### src/rtl/ones_count_seq.sv
// Multi-cycle population counter: CHUNK bits per clock under a start/busy/done
// handshake, with an optional saturating accumulator and sticky overflow flag.
module ones_count_seq #(
    parameter int WIDTH = 32,
    parameter int CHUNK = 4,
    parameter int ACC_W = 16,
    localparam int CNT_W = $clog2(WIDTH + 1)
) (
    input  logic             clk,
    input  logic             rst_n,
    input  logic             start,
    input  logic [WIDTH-1:0] dat_in,
    input  logic             mode,
    input  logic             clr_acc,
    output logic             busy,
    output logic             done,
    output logic [CNT_W-1:0] count,
    output logic [ACC_W-1:0] acc,
    output logic             acc_ovf
);

    localparam int NSTEP = WIDTH / CHUNK;
    localparam int SW    = (NSTEP > 1) ? $clog2(NSTEP) : 1;

    typedef enum logic [1:0] {IDLE, RUN, DONE} state_t;

    state_t             state, state_nxt;
    logic [WIDTH-1:0]   shift_q;
    logic               mode_q;
    logic [CNT_W-1:0]   partial_q;
    logic [SW-1:0]      step_q;
    logic [CNT_W-1:0]   count_q;
    logic [ACC_W-1:0]   acc_q;
    logic               ovf_q;
    logic [CNT_W-1:0]   psum;
    logic [ACC_W:0]     acc_sum;
    logic               last_step;

    function automatic logic [CNT_W-1:0] pop_chunk(input logic [CHUNK-1:0] v);
        logic [CNT_W-1:0] n;
        n = '0;
        for (int i = 0; i < CHUNK; i++) begin
            n = n + CNT_W'(v[i]);
        end
        return n;
    endfunction

    assign psum      = partial_q + pop_chunk(shift_q[CHUNK-1:0]);
    assign last_step = (step_q == SW'(NSTEP - 1));
    // One extra bit catches the true sum exceeding the accumulator range
    assign acc_sum   = {1'b0, acc_q} + (ACC_W + 1)'(count_q);

    always_ff @(posedge clk or negedge rst_n) begin
        if (!rst_n) begin
            state <= IDLE;
        end else begin
            state <= state_nxt;
        end
    end

    always_comb begin
        state_nxt = state;
        unique case (state)
            IDLE:    if (start) state_nxt = RUN;
            RUN:     if (last_step) state_nxt = DONE;
            DONE:    state_nxt = IDLE;
            default: state_nxt = IDLE;
        endcase
    end

    always_comb begin
        busy = 1'b0;
        done = 1'b0;
        unique case (state)
            IDLE:    busy = 1'b0;
            RUN:     busy = 1'b1;
            DONE: begin
                busy = 1'b1;
                done = 1'b1;
            end
            default: busy = 1'b0;
        endcase
    end

    always_ff @(posedge clk or negedge rst_n) begin
        if (!rst_n) begin
            shift_q   <= '0;
            mode_q    <= 1'b0;
            partial_q <= '0;
            step_q    <= '0;
            count_q   <= '0;
        end else begin
            case (state)
                IDLE: begin
                    if (start) begin
                        shift_q   <= dat_in;
                        mode_q    <= mode;
                        partial_q <= '0;
                        step_q    <= '0;
                    end
                end
                RUN: begin
                    shift_q   <= shift_q >> CHUNK;
                    partial_q <= psum;
                    step_q    <= step_q + SW'(1);
                    if (last_step) count_q <= psum;
                end
                default: ;
            endcase
        end
    end

    // Clear takes priority over an accumulate landing on the same edge
    always_ff @(posedge clk or negedge rst_n) begin
        if (!rst_n) begin
            acc_q <= '0;
            ovf_q <= 1'b0;
        end else if (clr_acc) begin
            acc_q <= '0;
            ovf_q <= 1'b0;
        end else if (state == DONE && mode_q) begin
            if (acc_sum[ACC_W]) begin
                acc_q <= '1;
                ovf_q <= 1'b1;
            end else begin
                acc_q <= acc_sum[ACC_W-1:0];
            end
        end
    end

    assign count   = count_q;
    assign acc     = acc_q;
    assign acc_ovf = ovf_q;

endmodule
### config.mk
export PLATFORM = sky130hd
export DESIGN_NAME = ones_count_seq
export DESIGN_NICKNAME = d
export VERILOG_FILES = /design/src/rtl/ones_count_seq.sv
export SDC_FILE = /design/constraint.sdc
export NUM_CORES = 1
export LEC_CHECK = 0
export ABC_AREA = 1
export ABC_CLOCK_PERIOD_IN_PS = 2900
export CAP_MARGIN = 20
export CORE_ASPECT_RATIO = 0.9
export CORE_UTILIZATION = 30
export DETAILED_ROUTE_END_ITERATION = 7
export GPL_TIMING_DRIVEN = 0
export PLACE_DENSITY = 0.56
export SLEW_MARGIN = 40
export SYNTH_ARGS = -nofsm -noshare
export SYNTH_HDL_FRONTEND = slang
export SYNTH_SLANG_ARGS = --single-unit
export TNS_END_PERCENT = 100
### constraint.sdc
create_clock -name clk -period 2.9 [get_ports clk]
set_input_delay 0.87 -clock clk [delete_from_list [all_inputs] [get_ports clk]]
set_output_delay 0.87 -clock clk [all_outputs]
set_load 0.01 [all_outputs]
Word-level counts from Yosys, hierarchy flattened:

Cells that the tools add are included.

* flip-flop bits (word level): 67
* input bits: 37

* $add $sub $neg: 6
* equal/unequal tests: 5
* mux-type cells: 17
* reduce and logical (&&, ||, !) cells: 11

Operators by type and width (number)
* $pmux 32 s2: 1
* $mux 16: 3
* $mux 32: 1
* $add 16x6->17: 1
* $pmux 6 s2: 1
* $reduce_and 2->1: 5
* $add 6x4->6: 1
* $mux 6: 1
* $pmux 3 s2: 1
* $reduce_bool 2->1: 3
* $mux 1: 5
* $add 3x1->4: 1
* $mux 2: 2
* $ne 2x2->1 const B: 2
* $pmux 2 s2: 1
* $add 2x1->3: 1
* $add 3x1->3 const B: 1
* $eq 3x3->1 const B: 1
* $mux 3: 1
* $add 1x1->2: 1
* $eq 2x1->1 const B: 1
* $eq 2x2->1 const B: 1
* $logic_not 2->1: 1
* $reduce_or 2->1: 1
* $logic_and 1x1->1: 1

Logic depth before layout (Yosys ltp):

Gate-level depths: netlist (run 1).

* word-level depth: 5
* gate-level depth with buffers: 10
* mapped depth without buffers: 10

Worst setup path before layout (run 1):

Ideal clock, no wire load.

* path kind: register to register
* start point: register shift_q[0]
* end point: register count_q[4], in the netlist count[4]
* setup time: 135 ps
* data arrival time: 1905 ps
* required time: 2765 ps
* slack: 860 ps
* stages on the path, launching flop included: 10
* buffers on the path: 0
* path through: dfrtp_1 > fa_1 > inv_1 > fa_1 > inv_1 > fa_1 > nand3_1 > xor2_1 > inv_1 > o21ai_0

* longest elaborated chain between the ends: 4

RTL lines
* from (decl): line 28 `logic [WIDTH-1:0] shift_q;`
* from (signal assigned): line 96 `shift_q <= dat_in;`
* from (signal assigned): line 103 `shift_q <= shift_q >> CHUNK;`
* $add 1x1->2: line 43 `n = n + CNT_W'(v[i]);`
* $add 2x1->3: line 43
* $add 3x1->4: line 43
* $add 6x4->6: line 48 `assign psum = partial_q + pop_chunk(shift_q[CHUNK-1:0]);`
* to (signal assigned): line 106 `if (last_step) count_q <= psum;`
* to (decl): line 32 `logic [CNT_W-1:0] count_q;`

No other way between the ends.
A chain may end at the register's enable or synchronous reset.

Worst setup path in the final report (run 1):

* start point: register state[0]
* end point: output busy

* longest elaborated chain between the ends: 3
* elaborated cells between the ends (all ways): 4

RTL lines
* from (decl): line 27 `state_t state, state_nxt;`
* from (signal assigned): line 57 `state <= state_nxt;`
* $eq 2x2->1 / $eq 2x1->1 (equally long branches): line 74 `unique case (state)`
* $reduce_or 2->1 (no source line) (*)
* $mux 1 (*): line 74
* to (decl): line 15 `output logic busy,`

Mark *: on every way between the ends. The rest lies on a longest branch, timed or not.

==> flow_metrics.py, run 1 <==
metrics = {
    "synthesis": {
        "yosys.area.top_type": "dfrtp_1",
        "synth_edf_count": 0,
        "ys.flop_type": "dfrtp_1",
        "postSynthCellCount": 458,
        "synth_top_area_share_pct": 45.3,
        "synth_fp_nets": 511,
        "synth.most_common_cell": "nand2_1",
        "yosysUniqueCellTypes": 35,
        "ys_ff_latch": 67,
        "seq_area_frac_synth_pct": 45.3,
        "ys_warn_count": 0,
        "synth.area.top_cells": "dfrtp_1 45%, nand2_1 15%, nor2_1 4.8%",
        "synth-async-reset-ratio_pct": 100,
        "synth_area_um2": 3700,
        "syn_avg_cell_area_um2": 8.07,
        "synthTopCellsByCount": "150 x nand2_1, 67 x dfrtp_1, 47 x nor2_1",
    },
    "sta": {
        "tightest_slew_ps": 447,
        "finalMaxSlewViolations": 0,
        "min_period_ps": 2520,
        "max_slew_margin_pct": 70.2,
        "finalSetupViolCount": 0,
        "skew_ps": 6.71,
        "rsz0062_at_grt": "no",
        "fin_crit_sh_pct": 87.0,
        "setup_ws_ps": 377,
        "finalHoldViolations": 0,
        "clock.fmax_ghz": 0.396,
    },
    "worst_hold_path": {
        "hold_class": "in2async",
    },
    "final_layout": {
        "drive_gt1_share_pct": 9.89,
        "num_antenna_cells": 0,
        "fin_nets": 584,
        "fill_cells": 1252,
        "area_growth_syn_to_layout_pct": 31.6,
    },
    "pwr": {
        "switching_share_pct": 37.0,
        "p_clk_share_pct": 27.7,
        "p_per_area_nw_per_um2": 893,
        "power.switching_uw": 1610,
        "power_frac_seq_pct": 33.8,
        "pwr-share-comb_pct": 38.5,
        "p_leak_uw": 0.00228,
        "vdd_drop_max_uv": 432,
        "power.total_uw": 4340,
        "p_int_uw": 2740,
    },
    "critical_path": {
        "crit_type": "reg2out",
        "start_kind": "flop",
        "cpLargestDelayFamily": "buffers and inverters",
        "arrival_ps": 1650,
        "path_cells": "inv_1 -> ha_1 -> clkdlybuf4s50_1",
        "critPathCaptureType": "output pin",
        "slowest_stage": "clkdlybuf4s50_1",
        "critPathMaxFanout": 3,
        "cp_num_buf_inv": 2,
        "slowest_delay_ps": 570,
        "worstPathRequired_ps": 2030,
    },
    "clock_tree": {
        "cts_max_level": 3,
        "root_buffer": "clkbuf_16",
        "clk_latency_ps": 330,
        "cts_sinks": 67,
        "cts_made_buffers": 9,
        "clk_pin_slew_ps": 60,
        "ctsHoldBuffers": 0,
        "clock_path_buffers": 2,
        "post_cts_buffers": 0,
        "cts_tree": "yes",
        "ctsResizeCount": 0,
    },
    "route": {
        "detail_route.wl_per_cell_um": 13.2,
        "routed_via_density": 4.67,
        "route.detailed.drc": 0,
        "vias": 3249,
        "drt_iter0_markers": 195,
        "wl_um": 9170,
        "drt_first_pass_iters": 4,
        "antenna_left": 0,
    },
    "placement": {
        "dp_hpwl_um": 6730,
        "gp_congestion": 0.873,
        "numPortBuffers": 61,
        "dp_slack_ps": 509,
    },
    "global_routing": {
        "antenna_found_initial": 0,
        "gr-total-overflow": 0,
        "grt_pass1_wl_um": 15800,
        "grt_use_total_pct": 15.7,
        "grt_pass1_vias": 3351,
        "grt_start_max_net_pins": 58,
    },
    "floorplan": {
        "core_area_um2": 12000,
        "design.die.area_um2": 12800,
        "pin_count": 62,
        "initial_core_util_pct": 30.7,
        "die_y_um": 107,
        "fp.dieW_um": 119,
        "rows": 38,
    },
    "run_status": {
        "status": "complete, no violations",
    },
    "run": {
        "cap_violations": 0,
    },
}
final cells by class:
class                           count  area, um^2  area share (%)
Multi-Input combinational cell    332        1760            36.2
Buffer                             18         105            2.16
Sequential cell                    67        1680            34.5
Clock buffer                       12         256            5.27
Tap cell                          160         200            4.11
Timing Repair Buffer               62         639            13.1
Inverter                           41         154            3.16
Clock inverter                      4        72.6            1.49
worst paths after layout:
kind,slack [ps],cells past startpoint,end,start
setup / recovery,380,3,busy,state[0]
hold / removal,340,1,acc[1],rst_n
max in group asynchronous,2050,2,shift_q[11],rst_n
hold reg to reg,480,2,shift_q[28],shift_q[28]
min in group clk,480,2,shift_q[28],shift_q[28]
setup reg to reg,680,9,count[4],shift_q[0]
per-layer routing:
| layer | up-vias | wire length [um] | share of wire [%] | track usage (%) |
|---|---|---|---|---|
| met2 | 79 | 4320 | 47 | 26.3 |
| met5 | - | 0 | 0 | 0 |
| met3 | 11 | 485 | 5.3 | 4.61 |
| met1 | 1515 | 4250 | 46 | 19.4 |
| met4 | 0 | 120 | 1.3 | 5.42 |
| li1 | 1644 | - | - | - |
flip-flops by register name, summed over array words and instances (netlist names):
signal	flops
acc	16
acc_ovf	1
count	6
mode_q	1
partial_q	6
shift_q	32
state	2
step_q	3
placed cells by master, fill, tap and decap left out, drive strengths merged:
cell type,synthesis,layout
a31oi,28,28
xnor2,1,1
xor2,2,2
clkbuf,4,16
a21boi,1,1
mux2,1,1
a22o,2,2
and2,2,2
o211ai,3,3
a21oi,5,5
clkdlybuf4s50,0,60
bufinv,0,2
clkinvlp,0,1
inv,41,41
fa,4,4
a22oi,6,6
o22ai,4,4
nor3,1,1
o21bai,1,1
clkinv,0,1
nand3,36,36
nand2,153,153
nor2,49,49
buf,14,16
nand4,5,5
o21ai,14,14
dfrtp,67,67
nand3b,2,2
ha,12,12
power groups by stage:
| stage | combinational, uW | sequential [uW] | clock (uW) |
|---|---|---|---|
| global placement | 1640 | 1470 | 0 |
| CTS | 1700 | 1470 | 1230 |
| finish | 1670 | 1470 | 1200 |
| floorplan | 1180 | 1440 | 0 |
| global route | 1940 | 1510 | 1270 |
| detailed placement | 1690 | 1480 | 0 |
stage by stage:
stage / util (%) / hold WS (ps) / std cells / cell area (um^2) / TNS (ps)
after global routing: 40.5 / 339 / 696 / 4870 / 0
after global placement: 37.5 / 471 / 679 / 4510 / -93860
after CTS: 40.5 / 334 / 696 / 4870 / 0
after floorplan: - / 449 / 458 / 3700 / 0
final: 40.5 / 342 / 696 / 4870 / 0
after detailed placement: 37.7 / 471 / 680 / 4540 / 0
kinds of logic after synthesis:
family / count (synthesis) / share of synthesized area (%)
xor+xnor: 3 / 0.711
flops: 67 / 45.3
buf+inv: 59 / 7.00
mux: 1 / 0.305
fa+ha+maj: 16 / 6.23
compound gates: 64 / 11.5
simple gates: 248 / 28.9
No activity file was read; power rests on OpenSTA's default activity.
==> run 2: changes to the inputs <==
--- a/config.mk
+++ b/config.mk
@@ -13,7 +13,7 @@
 export DETAILED_ROUTE_END_ITERATION = 7
 export GPL_TIMING_DRIVEN = 0
 export PLACE_DENSITY = 0.56
-export SLEW_MARGIN = 40
+export SLEW_MARGIN = 10
 export SYNTH_ARGS = -nofsm -noshare
 export SYNTH_HDL_FRONTEND = slang
 export SYNTH_SLANG_ARGS = --single-unit
==> run 2 against run 1 <==
  * Design area hardly changed
  * Flip-flop and latch count stayed put
  * Combinational power hardly changed
  * Clock-buffer cell count stayed put
  * Clock power hardly changed
  * Sequential power hardly changed
  * Core utilization hardly changed
  * Sequential share of layout area hardly changed
  * Critical path depth stayed put
  * Via count is 0.80% higher
  * Worst hold slack better by 40 ps
  * Highest routed layer unchanged
==> flow_metrics.py, run 2 (synthesized netlist as in run 1, its figures left out) <==
metrics = {
    "run_status": {
        "status": "complete, no violations",
    },
    "sta": {
        "fin_setup_tns_ps": 0,
        "setup_ws_ps": 388,
        "clock.fmax_ghz": 0.398,
        "skew_ps": 4.67,
        "max_slew_margin_pct": 70.2,
        "rsz0062_at_grt": "no",
        "finalMaxSlewViolations": 0,
        "finalHoldViolations": 0,
        "tightest_slew_ps": 446,
        "fin_crit_sh_pct": 86.6,
        "finalSetupViolCount": 0,
        "min_period_ps": 2510,
    },
    "critical_path": {
        "crit_type": "reg2out",
        "start_kind": "flop",
        "slowest_stage": "clkdlybuf4s50_1",
        "rr_worst_depth": 9,
        "critPathCaptureType": "output pin",
        "worstPathRequired_ps": 2030,
        "path_cells": "inv_1 -> ha_1 -> clkdlybuf4s50_1",
        "slowest_delay_ps": 560,
        "critPathMaxFanout": 3,
        "arrival_ps": 1640,
    },
    "pwr": {
        "power.total_uw": 4350,
        "vdd_drop_max_uv": 351,
        "p_per_area_nw_per_um2": 894,
        "p_leak_uw": 0.00228,
    },
    "placement": {
        "placed_area_um2": 4530,
        "dp_hpwl_um": 6730,
        "dp_slack_ps": 499,
        "gp_congestion": 0.873,
        "numPortBuffers": 61,
        "place_inst": 680,
    },
    "clock_tree": {
        "clk_latency_ps": 330,
        "clk_pin_slew_ps": 60,
        "cts_tree": "yes",
        "ctsResizeCount": 0,
        "root_buffer": "clkbuf_16",
        "cts_max_level": 3,
        "cts_made_buffers": 9,
        "ctsHoldBuffers": 0,
        "post_cts_buffers": 0,
        "clock_path_buffers": 2,
        "cts_sinks": 67,
    },
    "global_routing": {
        "grt_use_total_pct": 15.5,
        "grt_pass1_vias": 3340,
        "met3_usage_pct": 4.29,
        "gr-total-overflow": 0,
        "antenna_found_initial": 0,
        "met2_usage_pct": 26.1,
        "grt_pass1_wl_um": 15700,
        "grt_start_max_net_pins": 58,
        "grt_use_met1_pct": 19.1,
        "grt_busiest_layer": "met2",
    },
    "final_layout": {
        "fin_nets": 584,
        "fin_area_um2": 4860,
        "largest_register": "shift_q",
        "area_growth_syn_to_layout_pct": 31.5,
        "num_antenna_cells": 0,
        "final_common_cell": "nand2_1",
        "layout_common_cells": "150 x nand2_1, 67 x dfrtp_1, 60 x clkdlybuf4s50_1",
        "drive_gt1_share_pct": 9.89,
        "fin_cells": 696,
        "largest_reg_flops": 32,
        "fill_cells": 1257,
    },
    "floorplan": {
        "design.die.area_um2": 12800,
        "pin_count": 62,
        "rows": 38,
        "die_y_um": 107,
        "fp.dieW_um": 119,
        "initial_core_util_pct": 30.7,
        "core_area_um2": 12000,
    },
    "route": {
        "drt_first_pass_iters": 4,
        "route.detailed.drc": 0,
        "routed_via_density": 4.71,
        "detail_route.wl_per_cell_um": 13.1,
        "antenna_left": 0,
        "vias": 3275,
        "drt_iter0_markers": 170,
        "wl_um": 9100,
    },
    "run": {
        "cap_violations": 0,
    },
    "worst_hold_path": {
        "hold_class": "in2async",
    },
}
## run 2: cell counts in the layout (fill, tap and decap cells not counted)
Identical to the previous run, type by type.
## run 2: worst max-delay path: cells and delay by family (launching register included)
family / cells / cell delay [ps]
flip-flops: 1 / 380
buffers and inverters: 2 / 650
adder cells (fa/ha/maj): 1 / 280
## run 2: final timing paths
kind / end / start / slack [ps]
setup / recovery: busy / state[0] / 390
hold / removal: acc[15] / rst_n / 380
setup reg to reg: count[4] / shift_q[0] / 670
hold reg to reg: shift_q[28] / shift_q[28] / 480
max in group asynchronous: shift_q[16] / rst_n / 2000
min in group clk: shift_q[28] / shift_q[28] / 480
## run 2: per-layer routing
layer	up-vias	part of all wire [%]
li1	1645	-
met1	1530	47
met2	89	47
met3	11	5.2
met4	0	1.1
met5	-	0
## run 2: report_power, final
| group | internal (uW) | switching [uW] |
|---|---|---|
| logic | 676 | 994 |
| clock network | 798 | 409 |
| registers | 1260 | 205 |
| total | 2740 | 1610 |
## run 2: final cells by class
class | count | area [um^2] | share of cell area [%]
plain buffers | 18 | 105 | 2.16
inverters | 41 | 154 | 3.17
flip-flops and latches | 67 | 1680 | 34.5
multi-input cells | 332 | 1760 | 36.2
repair buffers | 62 | 636 | 13.1
clock buffers | 12 | 256 | 5.28
clock inverters | 4 | 72.6 | 1.49
well taps | 160 | 200 | 4.12
## run 2: per-stage QoR
stage	util, %	hold WS (ps)
finish	40.4	382
global route	40.4	382
CTS	40.4	376
detailed placement	37.7	471
global placement	37.5	471
floorplan	-	449
